$ cat config.mk
export PLATFORM = sky130hd
export DESIGN_NAME = flags_condition_unit
export DESIGN_NICKNAME = d
export VERILOG_FILES = /design/src/rtl/flags_condition_unit.sv
export SDC_FILE = /design/constraint.sdc
export NUM_CORES = 1
export LEC_CHECK = 0
export ABC_CLOCK_PERIOD_IN_PS = 2650
export BUFFER_PORTS_ARGS = -buffer_cell sky130_fd_sc_hd__buf_4
export CAP_MARGIN = 20
export CELL_PAD_IN_SITES_DETAIL_PLACEMENT = 0
export CELL_PAD_IN_SITES_GLOBAL_PLACEMENT = 2
export CORE_AREA = 2 2 90 92
export CTS_CLUSTER_DIAMETER = 60
export DETAILED_ROUTE_END_ITERATION = 10
export DIE_AREA = 0 0 92 94
export PLACE_DENSITY = 0.83
export SYNTH_ARGS = -nofsm -noshare
export SYNTH_HDL_FRONTEND = slang
export SYNTH_SLANG_ARGS = --single-unit
$ cat constraint.sdc
create_clock -name clk -period 2.65 [get_ports clk]
set_input_delay 0.1325 -clock clk [delete_from_list [all_inputs] [get_ports clk]]
set_output_delay 0.1325 -clock clk [all_outputs]
set_load 0.02 [all_outputs]
$ cat src/rtl/flags_condition_unit.sv
// Status-flag register and condition evaluator for conditional execute.
// Latches condition/set-flags per instruction and commits ALU flags.
module flags_condition_unit #(
  parameter int CNT_W = 16
) (
  input  logic             clk,
  input  logic             reset,
  input  logic             instr_valid,
  input  logic [3:0]       condition,
  input  logic             _set_flags,
  input  logic             exec_done,
  input  logic [7:0]       alu_flags_czonENGL,
  input  logic             _flag_di,
  input  logic             _flag_do,
  output logic [7:0]       flags_czonENGL,
  output logic             _do_exec,
  output logic             in_exec,
  output logic             proto_err,
  output logic [CNT_W-1:0] exec_count,
  output logic [CNT_W-1:0] skip_count
);

  typedef enum logic {
    FETCH = 1'b0,
    EXEC  = 1'b1
  } state_e;

  localparam logic [3:0] C_A     = 4'd0;
  localparam logic [3:0] C_C     = 4'd1;
  localparam logic [3:0] C_Z     = 4'd2;
  localparam logic [3:0] C_O     = 4'd3;
  localparam logic [3:0] C_N     = 4'd4;
  localparam logic [3:0] C_EQ    = 4'd5;
  localparam logic [3:0] C_NE    = 4'd6;
  localparam logic [3:0] C_GT    = 4'd7;
  localparam logic [3:0] C_LT    = 4'd8;
  localparam logic [3:0] C_DI    = 4'd9;
  localparam logic [3:0] C_DO    = 4'd10;
  localparam logic [3:0] C_NC    = 4'd11;
  localparam logic [3:0] C_NZ    = 4'd12;
  localparam logic [3:0] C_NO    = 4'd13;
  localparam logic [3:0] C_NN    = 4'd14;
  localparam logic [3:0] C_NEVER = 4'd15;

  localparam logic [CNT_W-1:0] CNT_MAX = {CNT_W{1'b1}};

  state_e           state_q, state_d;
  logic [7:0]       flags_q, flags_d;
  logic [3:0]       cond_q, cond_d;
  logic             setf_q, setf_d;
  logic             err_q, err_d;
  logic [CNT_W-1:0] ecnt_q, ecnt_d;
  logic [CNT_W-1:0] scnt_q, scnt_d;

  logic f_c, f_z, f_o, f_n;
  logic f_e, f_ne, f_g, f_l;
  logic cond_true;
  logic do_exec_n;
  logic retire;
  logic load;

  assign f_c  = flags_q[7];
  assign f_z  = flags_q[6];
  assign f_o  = flags_q[5];
  assign f_n  = flags_q[4];
  assign f_e  = flags_q[3];
  assign f_ne = flags_q[2];
  assign f_g  = flags_q[1];
  assign f_l  = flags_q[0];

  // Decode the latched condition against committed flags and live UART lines
  always_comb begin
    cond_true = 1'b0;
    case (cond_q)
      C_A:     cond_true = 1'b1;
      C_C:     cond_true = f_c;
      C_Z:     cond_true = f_z;
      C_O:     cond_true = f_o;
      C_N:     cond_true = f_n;
      C_EQ:    cond_true = f_e;
      C_NE:    cond_true = f_ne;
      C_GT:    cond_true = f_g;
      C_LT:    cond_true = f_l;
      C_DI:    cond_true = !_flag_di;
      C_DO:    cond_true = !_flag_do;
      C_NC:    cond_true = !f_c;
      C_NZ:    cond_true = !f_z;
      C_NO:    cond_true = !f_o;
      C_NN:    cond_true = !f_n;
      C_NEVER: cond_true = 1'b0;
      default: cond_true = 1'b0;
    endcase
  end

  assign do_exec_n = (state_q == EXEC) ? !cond_true : 1'b1;
  assign retire    = (state_q == EXEC) && exec_done;
  assign load      = instr_valid && ((state_q == FETCH) || exec_done);

  // Next-state, flag commit, counters and protocol checking
  always_comb begin
    state_d = state_q;
    flags_d = flags_q;
    cond_d  = cond_q;
    setf_d  = setf_q;
    err_d   = err_q;
    ecnt_d  = ecnt_q;
    scnt_d  = scnt_q;

    if (load) begin
      cond_d = condition;
      setf_d = _set_flags;
    end

    case (state_q)
      FETCH: begin
        if (exec_done) begin
          err_d = 1'b1;
        end
        if (instr_valid) begin
          state_d = EXEC;
        end
      end
      EXEC: begin
        if (exec_done) begin
          if (!setf_q && !do_exec_n) begin
            flags_d = alu_flags_czonENGL;
          end
          if (!do_exec_n) begin
            if (ecnt_q != CNT_MAX) begin
              ecnt_d = ecnt_q + 1'b1;
            end
          end else begin
            if (scnt_q != CNT_MAX) begin
              scnt_d = scnt_q + 1'b1;
            end
          end
          state_d = instr_valid ? EXEC : FETCH;
        end else if (instr_valid) begin
          err_d = 1'b1;
        end
      end
      default: state_d = FETCH;
    endcase
  end

  // State registers with synchronous reset that overrides everything
  always_ff @(posedge clk) begin
    if (reset) begin
      state_q <= FETCH;
      flags_q <= 8'h00;
      cond_q  <= 4'h0;
      setf_q  <= 1'b1;
      err_q   <= 1'b0;
      ecnt_q  <= '0;
      scnt_q  <= '0;
    end else begin
      state_q <= state_d;
      flags_q <= flags_d;
      cond_q  <= cond_d;
      setf_q  <= setf_d;
      err_q   <= err_d;
      ecnt_q  <= ecnt_d;
      scnt_q  <= scnt_d;
    end
  end

  assign flags_czonENGL = flags_q;
  assign _do_exec       = do_exec_n;
  assign in_exec        = (state_q == EXEC);
  assign proto_err      = err_q;
  assign exec_count     = ecnt_q;
  assign skip_count     = scnt_q;

  logic unused_retire;
  assign unused_retire = retire;

endmodule

==> key figures <==
Yosys
  – Netlist cell types: 42
  – Mapped Area: between 2000 and 2500 um^2
  – Sequential share of the synthesized area: ~42%
  – Top-area cell type share of the netlist area: roughly two fifths
  – Mapped Cells: 249
  – Synthesis Warnings: 0
  – Synth area leader: dfxtp_1
  – Post-Syn Area per Cell: just over 9 um^2
  – Synth area leaders: dfxtp_1 42%, nor2_1 8.0%, mux2i_1 5.7%
  – Syn nets: between 200 and 300
  – Synthesized flop and latch total: 47

CTS
  – Num CTS Buffers: 5
  – Clock root cell: clkbuf_8
  – Clock H-tree levels: 2
  – Post-CTS Setup Repair Bufs: 0
  – CTS tree: done
  – CTS clock-pin slew for the worst setup and hold paths: ~0.09 ns
  – Post-CTS Hold Buffers: 0
  – Longest Clk Path Bufs: 2
  – Worst-Skew Late Latency: roughly 0.30 ns
  – Post-cts resize count: 0
  – Sinks on Clock Net: 47

Final layout
  – Most frequent cells in the layout: 70 x buf_4, 48 x nor2_1, 47 x dfxtp_1, 14 x nand3_1
  – Ratio of cells with drive above 1 in the final layout: 28.3%
  – Antenna diodes: 0
  – Nets: about 340
  – Post-layout util: between 30% and 40%
  – Most common cell after layout, fill and taps aside: buf_4
  – Synth-to-Final Area Change: 30.8%
  – Fillers: 802

GRT
  – Gr usage total: 12.9%
  – Global-route wire length before repair: between 8000 and 9000 um
  – Grt total ovfl: 0
  – Antenna violations before repair: 0
  – Largest net degree at the start of global routing: between 50 and 60
  – Vias in the first global route: 1,797

Detailed routing
  – Final WL: around 5400 um
  – Via-per-instance ratio: between 4 and 5
  – First-iteration detailed-routing DRC count: 78
  – DRT antenna net count: 0
  – Pre-antenna DRT Iters: 6
  – # DRC: 0
  – Avg WL per Cell: roughly 13 um
  – Vias: 1,936

STA
  – Fin. max-slew vios: 0
  – Crit path time final: 2.48 ns
  – Least-Margin Pin Slew: roughly 0.57 ns
  – Post-Route Skew: 0.00503 ns
  – Final hold violation count: 0
  – Max Freq: 0.403 GHz
  – Max_slew headroom: approximately three fifths
  – # setup viols final: 0
  – Final worst-path cycle share: between 90 and 100%
  – Setup tns final: 0 ns
  – RSZ-0062 raised after global routing: false

Status
  – Status: completed

Run
  – Max-cap violations: 0

Floorplan
  – IO Count: 62
  – Die height: 94 um
  – FP Rows: 32
  – Core area: approximately 7600 um^2
  – Die area: 8650 um^2
  – Initial Utilization: 29.8%
  – Die X: 92 um

Placement
  – DPL Wire Length: ~3900 um
  – Placer Congestion: 0.745
  – Number of port buffers: a little over 60

Power and ir drop
  – Leakage power: 1.25 nW
  – Power Density: roughly 480 nW/um^2
  – Peak VDD IR: approximately 0.20 mV

Worst setup path
  – RR Endpoint: skip_count[13]$_SDFFE_PP0P_
  – CP required: between 2 and 3 ns
  – CP Launch Point: cond_q[1]$_SDFFE_PP0P_
  – Reg2Reg Depth: 6
  – Crit end category: register
  – Worst r2r src: cond_q[1]$_SDFFE_PP0P_
  – Reg2Reg Setup Slack: approximately 0.17 ns
  – Critical Path End: skip_count[13]$_SDFFE_PP0P_
  – Arrival @ worst endpoint: approximately 2.7 ns
  – CP Launch Type: register
  – Critical path type: register to register
  – Crit-path max FO: 7

Hold path
  – Hold crit path type: input port to register
[critical path: stages, from the launching register on]
cell and delay [ns]:
dfxtp_1 0.48, mux4_2 0.54, mux4_2 0.58, buf_4 0.21
nor2_1 0.16, nand4_1 0.12, mux2_2 0.28
[stage by stage]
stage | instance area (um^2) | cells | power, mW | setup WS (ns) | hold slack, ns
floorplan | 2270 | 249 | 0.833 | 0.284 | 0.250
detailed placement | 2830 | 406 | 0.880 | 0.0912 | 0.348
finish | 2960 | 416 | 1.42 | 0.169 | 0.0389
global route | 2960 | 416 | 1.48 | 0.0237 | 0.0286
CTS | 2950 | 414 | 1.43 | 0.0791 | 0.0308
global placement | 2830 | 406 | 0.878 | 0.179 | 0.335
[where the power goes]
part           internal [mW]  total, mW  switching (mW)
clock                  0.306      0.549           0.243
combinational         0.0646      0.143          0.0783
sequential             0.716      0.727          0.0111
[flip-flops by register name, indices dropped and copies added, names as in the netlist]
register / flops
flags_czonENGL: 8
setf_q: 1
cond_q: 4
in_exec: 1
skip_count: 16
exec_count: 16
proto_err: 1
[worst min-delay path by stage]
stage | cells past startpoint | to | from
4_1_cts | 2 | setf_q$_SDFFE_PP1P_ | _set_flags
2_1_floorplan | 2 | in_exec$_SDFF_PP0_ | instr_valid
6_report | 2 | setf_q$_SDFFE_PP1P_ | _set_flags
3_5_place_dp | 2 | setf_q$_SDFFE_PP1P_ | _set_flags
5_1_grt | 2 | setf_q$_SDFFE_PP1P_ | _set_flags
3_3_place_gp | 2 | setf_q$_SDFFE_PP1P_ | _set_flags
[kinds of logic (layout without fill, tap and decap cells)]
family          count (synthesis)  in the layout  share of synthesized area (%)
compound gates                 18             18                           5.03
xor+xnor                       22             22                           8.50
simple gates                  117            117                           26.9
mux                            21             21                           11.4
buf+inv                        20             85                           4.42
flops                          47             47                           41.5
fa+ha+maj                       4              4                           2.21
[synth_stat cells, drive strengths merged]
cell type	number
xor2	13
nand3b	2
nor2	48
nand3	14
and3	10
nor4	3
nand4	10
nor2b	4
a211o	1
clkbuf	6
nor3b	1
and2	1
o21ai	3
o22ai	1
inv	7
a41o	1
and4b	1
mux4	3
mux2i	13
buf	7
and4	3
nand2	10
mux2	5
xnor2	9
a22oi	1
ha	4
a21oi	8
nor3	6
dfxtp	47
or2b	1
a31oi	1
or3	3
a21bo	2
[cell type report]
cell class / count / area (um^2) / area share (%)
Multi-Input combinational cell: 182 / 1220 / 41.3
Sequential cell: 47 / 941 / 31.8
Timing Repair Buffer: 70 / 526 / 17.7
Tap cell: 102 / 128 / 4.31
Clock buffer: 6 / 82.6 / 2.79
Clock inverter: 2 / 35.0 / 1.18
Inverter: 7 / 26.3 / 0.887
[metal layers]
layer	up-vias	part of all wire, %	track usage, %
met5	-	0	0
met4	0	1.4	4.98
met3	7	6.3	3.61
met2	51	45	20.6
met1	882	48	16.5
li1	996	-	-
No activity file was read; power rests on OpenSTA's default activity.
